$ cat config.mk
export PLATFORM = sky130hd
export DESIGN_NAME = line_encoder
export DESIGN_NICKNAME = d
export VERILOG_FILES = /design/src/rtl/line_encoder.sv
export SDC_FILE = /design/constraint.sdc
export NUM_CORES = 1
export LEC_CHECK = 0
export CORE_MARGIN = 8
export CORE_UTILIZATION = 30
export DETAILED_ROUTE_END_ITERATION = 12
export GPL_ROUTABILITY_DRIVEN = 0
export SLEW_MARGIN = 30
export SYNTH_ARGS = -nofsm -noshare
export SYNTH_HDL_FRONTEND = slang
export SYNTH_SLANG_ARGS = --single-unit
$ cat constraint.sdc
create_clock -name clk -period 1.7 [get_ports clk]
set_input_delay 0.255 -clock clk [delete_from_list [all_inputs] [get_ports clk]]
set_output_delay 0.255 -clock clk [all_outputs]
set_load 0.1 [all_outputs]
$ cat src/rtl/line_encoder.sv
// rtl/line_encoder.sv - serialises the set bits of a 16-line vector into 4-bit addresses
// Define LINE_ENCODER_HIGH_FIRST_EN to emit the highest set line first instead of the lowest.
module line_encoder (
   input  logic        clk,
   input  logic        rst,
   input  logic        req_valid,
   input  logic [15:0] req_lines,
   output logic        req_ready,
   output logic        out_valid,
   input  logic        out_ready,
   output logic [3:0]  out_address,
   output logic        out_last
);

   typedef enum logic {IDLE = 1'b0, EMIT = 1'b1} state_t;

   state_t      state_q, state_d;
   logic [15:0] pending_q, pending_d;
   logic [3:0]  sel_addr;
   logic        single_bit;

   always_ff @(posedge clk or posedge rst) begin
      if (rst) begin
         state_q   <= IDLE;
         pending_q <= 16'd0;
      end else begin
         state_q   <= state_d;
         pending_q <= pending_d;
      end
   end

   // The last match in the loop wins, so the scan direction sets the emission order.
   always_comb begin
      sel_addr = 4'd0;
`ifdef LINE_ENCODER_HIGH_FIRST_EN
      for (int i = 0; i < 16; i++) begin
         if (pending_q[i]) sel_addr = 4'(i);
      end
`else
      for (int i = 15; i >= 0; i--) begin
         if (pending_q[i]) sel_addr = 4'(i);
      end
`endif
   end

   assign single_bit = (pending_q != 16'd0) && ((pending_q & (pending_q - 16'd1)) == 16'd0);

   always_comb begin
      state_d   = state_q;
      pending_d = pending_q;
      case (state_q)
         IDLE: begin
            // An all-zero vector is taken and dropped without leaving IDLE.
            if (req_valid && (req_lines != 16'd0)) begin
               pending_d = req_lines;
               state_d   = EMIT;
            end
         end
         EMIT: begin
            if (out_ready) begin
               pending_d = pending_q & ~(16'd1 << sel_addr);
               if (single_bit) state_d = IDLE;
            end
         end
         default: state_d = IDLE;
      endcase
   end

   always_comb begin
      req_ready   = (state_q == IDLE);
      out_valid   = (state_q == EMIT);
      out_address = sel_addr;
      out_last    = (state_q == EMIT) && single_bit;
   end

endmodule

==> results of run 1 <==
## final cells by class
cell class                      count  area (um2)  area share, %
Sequential cell                    17         434           17.6
Inverter                            5        22.5          0.913
Clock buffer                        4        45.0           1.83
Tap cell                           50        62.6           2.54
Timing Repair Buffer               94         902           36.6
Multi-Input combinational cell    110        1000           40.5
## synthesized netlist by cell type, drive strengths merged (3+ instances only)
master	count	area share [%]
o21ai	3	1.2
o211ai	5	3.4
a22oi	5	3.0
a2111oi	3	3.6
nand2	17	5.1
a221o	4	3.2
nor3	5	2.4
a21oi	11	5.0
inv	5	1.5
buf	4	2.1
mux2i	4	3.2
nor4	8	6.4
dfrtp	17	34
a31oi	3	1.5
and2	3	1.7
nor2	14	4.2
clkbuf	6	1.9
o31ai	4	2.4
## report_power, final
part           total [mW]  switching, mW  internal [mW]  leakage (nW)
registers           0.509         0.0566          0.453         0.183
logic                1.77          0.953          0.812         0.794
clock network       0.332          0.164          0.167        0.0228
total                2.61           1.17           1.43         0.999
## through the flow
stage | setup WS (ps) | total power [mW] | setup TNS (ps) | area (um2) | cells
finish | -832 | 2.61 | -5190 | 2470 | 280
global route | -961 | 2.73 | -6910 | 2470 | 280
CTS | -794 | 2.56 | -4640 | 2400 | 277
detailed placement | -640 | 1.91 | -7510 | 2030 | 258
global placement | -503 | 1.89 | -7010 | 2030 | 258
floorplan | -1430 | 1.34 | -10370 | 1310 | 142
## registers in the layout (all words and copies together) (netlist names)
name       count
pending_q     16
out_valid      1
## critical path, cell delays in order (launching register included)
cell	delay (ps)
dfrtp_2	420
nor4_4	380
nand2_2	110
buf_4	170
o21ai_2	70
nand4_1	170
a2111oi_4	470
buf_12	230
## routing by layer
metal	GRT usage, %	vias up	share of wire [%]
li1	-	720	-
met1	20.4	739	43
met2	26.2	45	49
met3	3.91	6	6.9
met4	5.82	0	1.4
met5	0	-	0
## placed cells by master (no fill, tap or decap), types with 5 or more instances in the layout
| cell | count |
|---|---|
| a21oi_2 | 6 |
| buf_12 | 8 |
| buf_4 | 55 |
| buf_6 | 12 |
| clkdlybuf4s50_1 | 16 |
| dfrtp_1 | 12 |
| nand2_1 | 15 |
| nor2_1 | 8 |
| nor4_2 | 5 |
## path summary, 6_finish.rpt
| check | from | to | slack [ps] | depth (start not counted) |
|---|---|---|---|---|
| min in group clk | req_lines[7] | pending_q[7] | 420 | 4 |
| max in group asynchronous | rst | pending_q[1] | 1160 | 3 |
| hold reg to reg | pending_q[13] | pending_q[13] | 690 | 2 |
| setup reg to reg | pending_q[1] | out_valid | -550 | 10 |
| hold / removal | rst | pending_q[15] | 320 | 3 |
| setup / recovery | pending_q[1] | out_last | -830 | 7 |
## timing repair
item,in CTS,in global routing
buffers inserted,17,3
gates resized for setup,50,12
endpoints found under the setup margin,21,22
cloned,0,0
pin swaps,24,10
## cells by family (layout without fill, tap and decap cells)
family                     after synthesis  after routing  synth area share [%]
AOI/OAI and AO/OA                       49             49                  30.8
DFF                                     17             17                  34.2
buffers and inverters                   15            103                  5.53
muxes                                    4              4                  3.22
adders and majority gates                1              1                 0.805
and+or+nand+nor                         56             56                  25.5
==> flow_summary.json, run 1 <==
{
  "ys_async_sr_fraction_pct": 100,
  "wirelength_um": 4990,
  "tightestPinTransition_ps": 471,
  "drc": 0,
  "violations": "setup timing",
  "arrival_ps": 2280,
  "grt_max_degree": 18,
  "cts.reportedPaths.clkPinSlew_ps": 80,
  "rsz0062_at_grt": "true",
  "synth_edf_count": 0,
  "drtPass1Iterations": 4,
  "via_per_inst": 5.39,
  "status": "finished with violations",
  "netlist_area_um2": 1240,
  "worstHoldPathType": "in2async",
  "holdBufCountCts": 0,
  "fillCellCount": 319,
  "worst_slack_ps": -832,
  "fin_skew_ps": 10.3,
  "drive_gt1_share_pct": 56.5,
  "cts_tree": "built",
  "io_pins": 27,
  "ys_warn_count": 0,
  "hold_ws_ps": 316,
  "fin_crit_sh_pct": 149,
  "grt_usage_pct": 16.3,
  "finalHoldViolCount": 0,
  "worstSetupPathType": "reg2out",
  "synth_flop_cell": "dfrtp_1",
  "power_density_nw_per_um2": 1060,
  "die-area_um2": 6460,
  "drv_slew": 0,
  "num_rows": 23,
  "cts.sinks": 17,
  "portBuffers": 26,
  "dp_hpwl_um": 3430,
  "setup_viol": 20,
  "max_freq_ghz": 0.395,
  "drv_cap": 0,
  "grt_pass1_vias": 1682,
  "vdd_drop_max_uv": 1570,
  "slew_headroom_pct": 68.5,
  "cts_made_buffers": 3,
  "syn_area_per_cell_um2": 8.76,
  "vias": 1510,
  "core-area_um2": 4000,
  "syn_inst": 142,
  "antenna_cells": 0,
  "antenna_left": 0,
  "start_util_pct": 31.1,
  "grt-ovfl-total": 0,
  "cts-root-buf": "clkbuf_8",
  "ys_types": 45,
  "synthesis.nets": 162,
  "clockBufferDepth": 2,
  "fp.dieW_um": 80.4,
  "worst_setup_path_end_kind": "primary output",
  "cp_max_fo": 3,
  "period_minus_slack_ps": 2530,
  "clkLatencyLatePin_ps": 270,
  "wl_per_cell_um": 17.8,
  "postLayoutCoreUtil_pct": 61.7,
  "antenna_found_initial": 0,
  "start_kind": "register",
  "yosysSeqAreaShare_pct": 34.2,
  "critical_path_required_ps": 1440,
  "grt_first_pass_wirelength_um": 8370,
  "nets": 251,
  "ys_seq_elements": 17,
  "p_leak_nw": 0.999,
  "area_growth_pct": 98.3,
  "initialDrtViolationCount": 79,
  "fp.dieH_um": 80.4,
  "h-tree-depth": 1
}
Note: power is estimated with default switching activity, not from simulation.
==> run 2: changes to the inputs <==
Settings changed: GPL_ROUTABILITY_DRIVEN 0 to not set.
==> flow_summary.json, run 2 (synthesized netlist as in run 1, its figures left out) <==
{
  "drv_cap": 0,
  "finalInstanceArea_um2": 2500,
  "cts.sinks": 17,
  "arrival_ps": 2200,
  "setup_viol": 20,
  "core-area_um2": 4000,
  "cp_num_cells": 6,
  "r2r_start": "pending_q[0]",
  "cts-root-buf": "clkbuf_8",
  "fin_crit_sh_pct": 145,
  "num_rows": 23,
  "antenna_found_initial": 0,
  "critical_path_required_ps": 1440,
  "final.setup.tns_ps": -5130,
  "hold_ws_ps": 322,
  "drive_gt1_share_pct": 56.5,
  "critPathTopFamily": "simple AND/OR/NAND/NOR gates",
  "max_freq_ghz": 0.407,
  "finalHoldViolCount": 0,
  "antenna_cells": 0,
  "start_util_pct": 31.1,
  "cp_cell_sequence": "nor4_4 > nand2_2 > o31ai_2 > nand4_1 > a2111oi_4 > buf_12",
  "worstSetupPathType": "reg2out",
  "final_cell_mix": "62 x buf_4, 15 x nand2_1, 13 x clkdlybuf4s50_1",
  "slew_headroom_pct": 64.2,
  "wirelength_um": 5030,
  "status": "finished with violations",
  "grt_usage_pct": 16.7,
  "wl_per_cell_um": 17.5,
  "io_pins": 27,
  "vias": 1530,
  "rsz0062_at_grt": "true",
  "placed_area_um2": 2090,
  "clkLatencyLatePin_ps": 260,
  "top_register": "pending_q",
  "worstHoldPathType": "in2async",
  "crit_path_top_delay_cell": "dfrtp_1",
  "drtPass1Iterations": 4,
  "mostFrequentLayoutCell": "buf_4",
  "grt_first_pass_wirelength_um": 8400,
  "seq_area_um2": 435,
  "grt-ovfl-total": 0,
  "initialDrtViolationCount": 97,
  "drc": 0,
  "vdd_drop_max_uv": 1120,
  "h-tree-depth": 1,
  "r2r_cells": 7,
  "worstSetupStartpoint": "pending_q[0]",
  "fp.dieH_um": 80.4,
  "cts_tree": "built",
  "fin_skew_ps": 7.92,
  "violations": "setup timing",
  "cp_slowest_stage_delay_ps": 430,
  "area_growth_pct": 101,
  "fillCellCount": 328,
  "antenna_left": 0,
  "worst_setup_path_end_kind": "primary output",
  "clockBufferDepth": 2,
  "tightestPinTransition_ps": 536,
  "start_kind": "register",
  "cp_max_fo": 4,
  "period_minus_slack_ps": 2460,
  "drv_slew": 0,
  "routabilityCongestion": 0.822,
  "portBuffers": 26,
  "fp.dieW_um": 80.4,
  "grt_max_degree": 18,
  "via_per_inst": 5.33,
  "dp_hpwl_um": 3640,
  "instances_no_fill": 287,
  "multi_input_area_um2": 987,
  "nets": 258,
  "power_density_nw_per_um2": 1050,
  "worst_slack_ps": -759,
  "crit_buf_inv": 1,
  "cts.reportedPaths.clkPinSlew_ps": 80,
  "grt_pass1_vias": 1646,
  "die-area_um2": 6460,
  "cts_made_buffers": 3,
  "p_leak_nw": 1.04,
  "largest_reg_flops": 16,
  "dp_cells": 265
}
==> run 2: what timing repair did <==
| item | in CTS | in global routing |
|---|---|---|
| setup endpoints to repair | 22 | 21 |
| gates cloned | 0 | 0 |
| buffers inserted | 12 | 9 |
| resized for setup | 44 | 16 |
| pin swaps | 19 | 12 |
| hold buffers | 0 | 0 |
==> run 2: metrics by stage <==
step / total power [mW] / utilization (%) / setup WS, ps
2_1_floorplan: 1.34 / - / -1430
6_report: 2.63 / 62.6 / -759
4_1_cts: 2.54 / 59.6 / -771
3_5_place_dp: 1.89 / 52.1 / -533
5_1_grt: 2.75 / 62.6 / -911
3_3_place_gp: 1.87 / 52.1 / -489
==> run 2: power by group <==
part	switching, mW	leakage, nW	internal, mW	total (mW)
Combinational	0.962	0.833	0.829	1.79
Clock	0.159	0.0255	0.163	0.322
Sequential	0.0628	0.181	0.453	0.516
==> run 2: layout make-up <==
type,instances,share of cell area (%)
clock buffer,3,1.65
multi-input combinational,110,39.4
inverter,5,0.899
sequential,17,17.4
timing repair buffer,101,38.0
clock inverter,1,0.200
tap,50,2.50
==> run 2: worst reg2reg max path, stage by stage, from the launching register on <==
cell and delay (ps):
dfrtp_1 430, nor4_4 360, nand2_2 140, o31ai_2 190
nand4_1 160, a2111oi_4 430, buf_4 190, a21oi_2 40
==> run 2: metal layers <==
layer	global-route usage (%)	part of all wire, %	vias to the layer above	wire length [um]
li1	-	-	737	-
met1	20.1	42	737	2090
met2	27.8	50	46	2540
met3	4.69	6.0	10	304
met4	5.09	2.0	0	101
met5	0	0	-	0
==> run 2: worst paths after layout <==
check / to / slack (ps)
worst max-delay path: out_last / -760
worst min-delay path: pending_q[2] / 320
worst max register to register: out_valid / -340
worst min register to register: pending_q[13] / 680
max in group asynchronous: pending_q[12] / 1160
min in group clk: pending_q[6] / 410
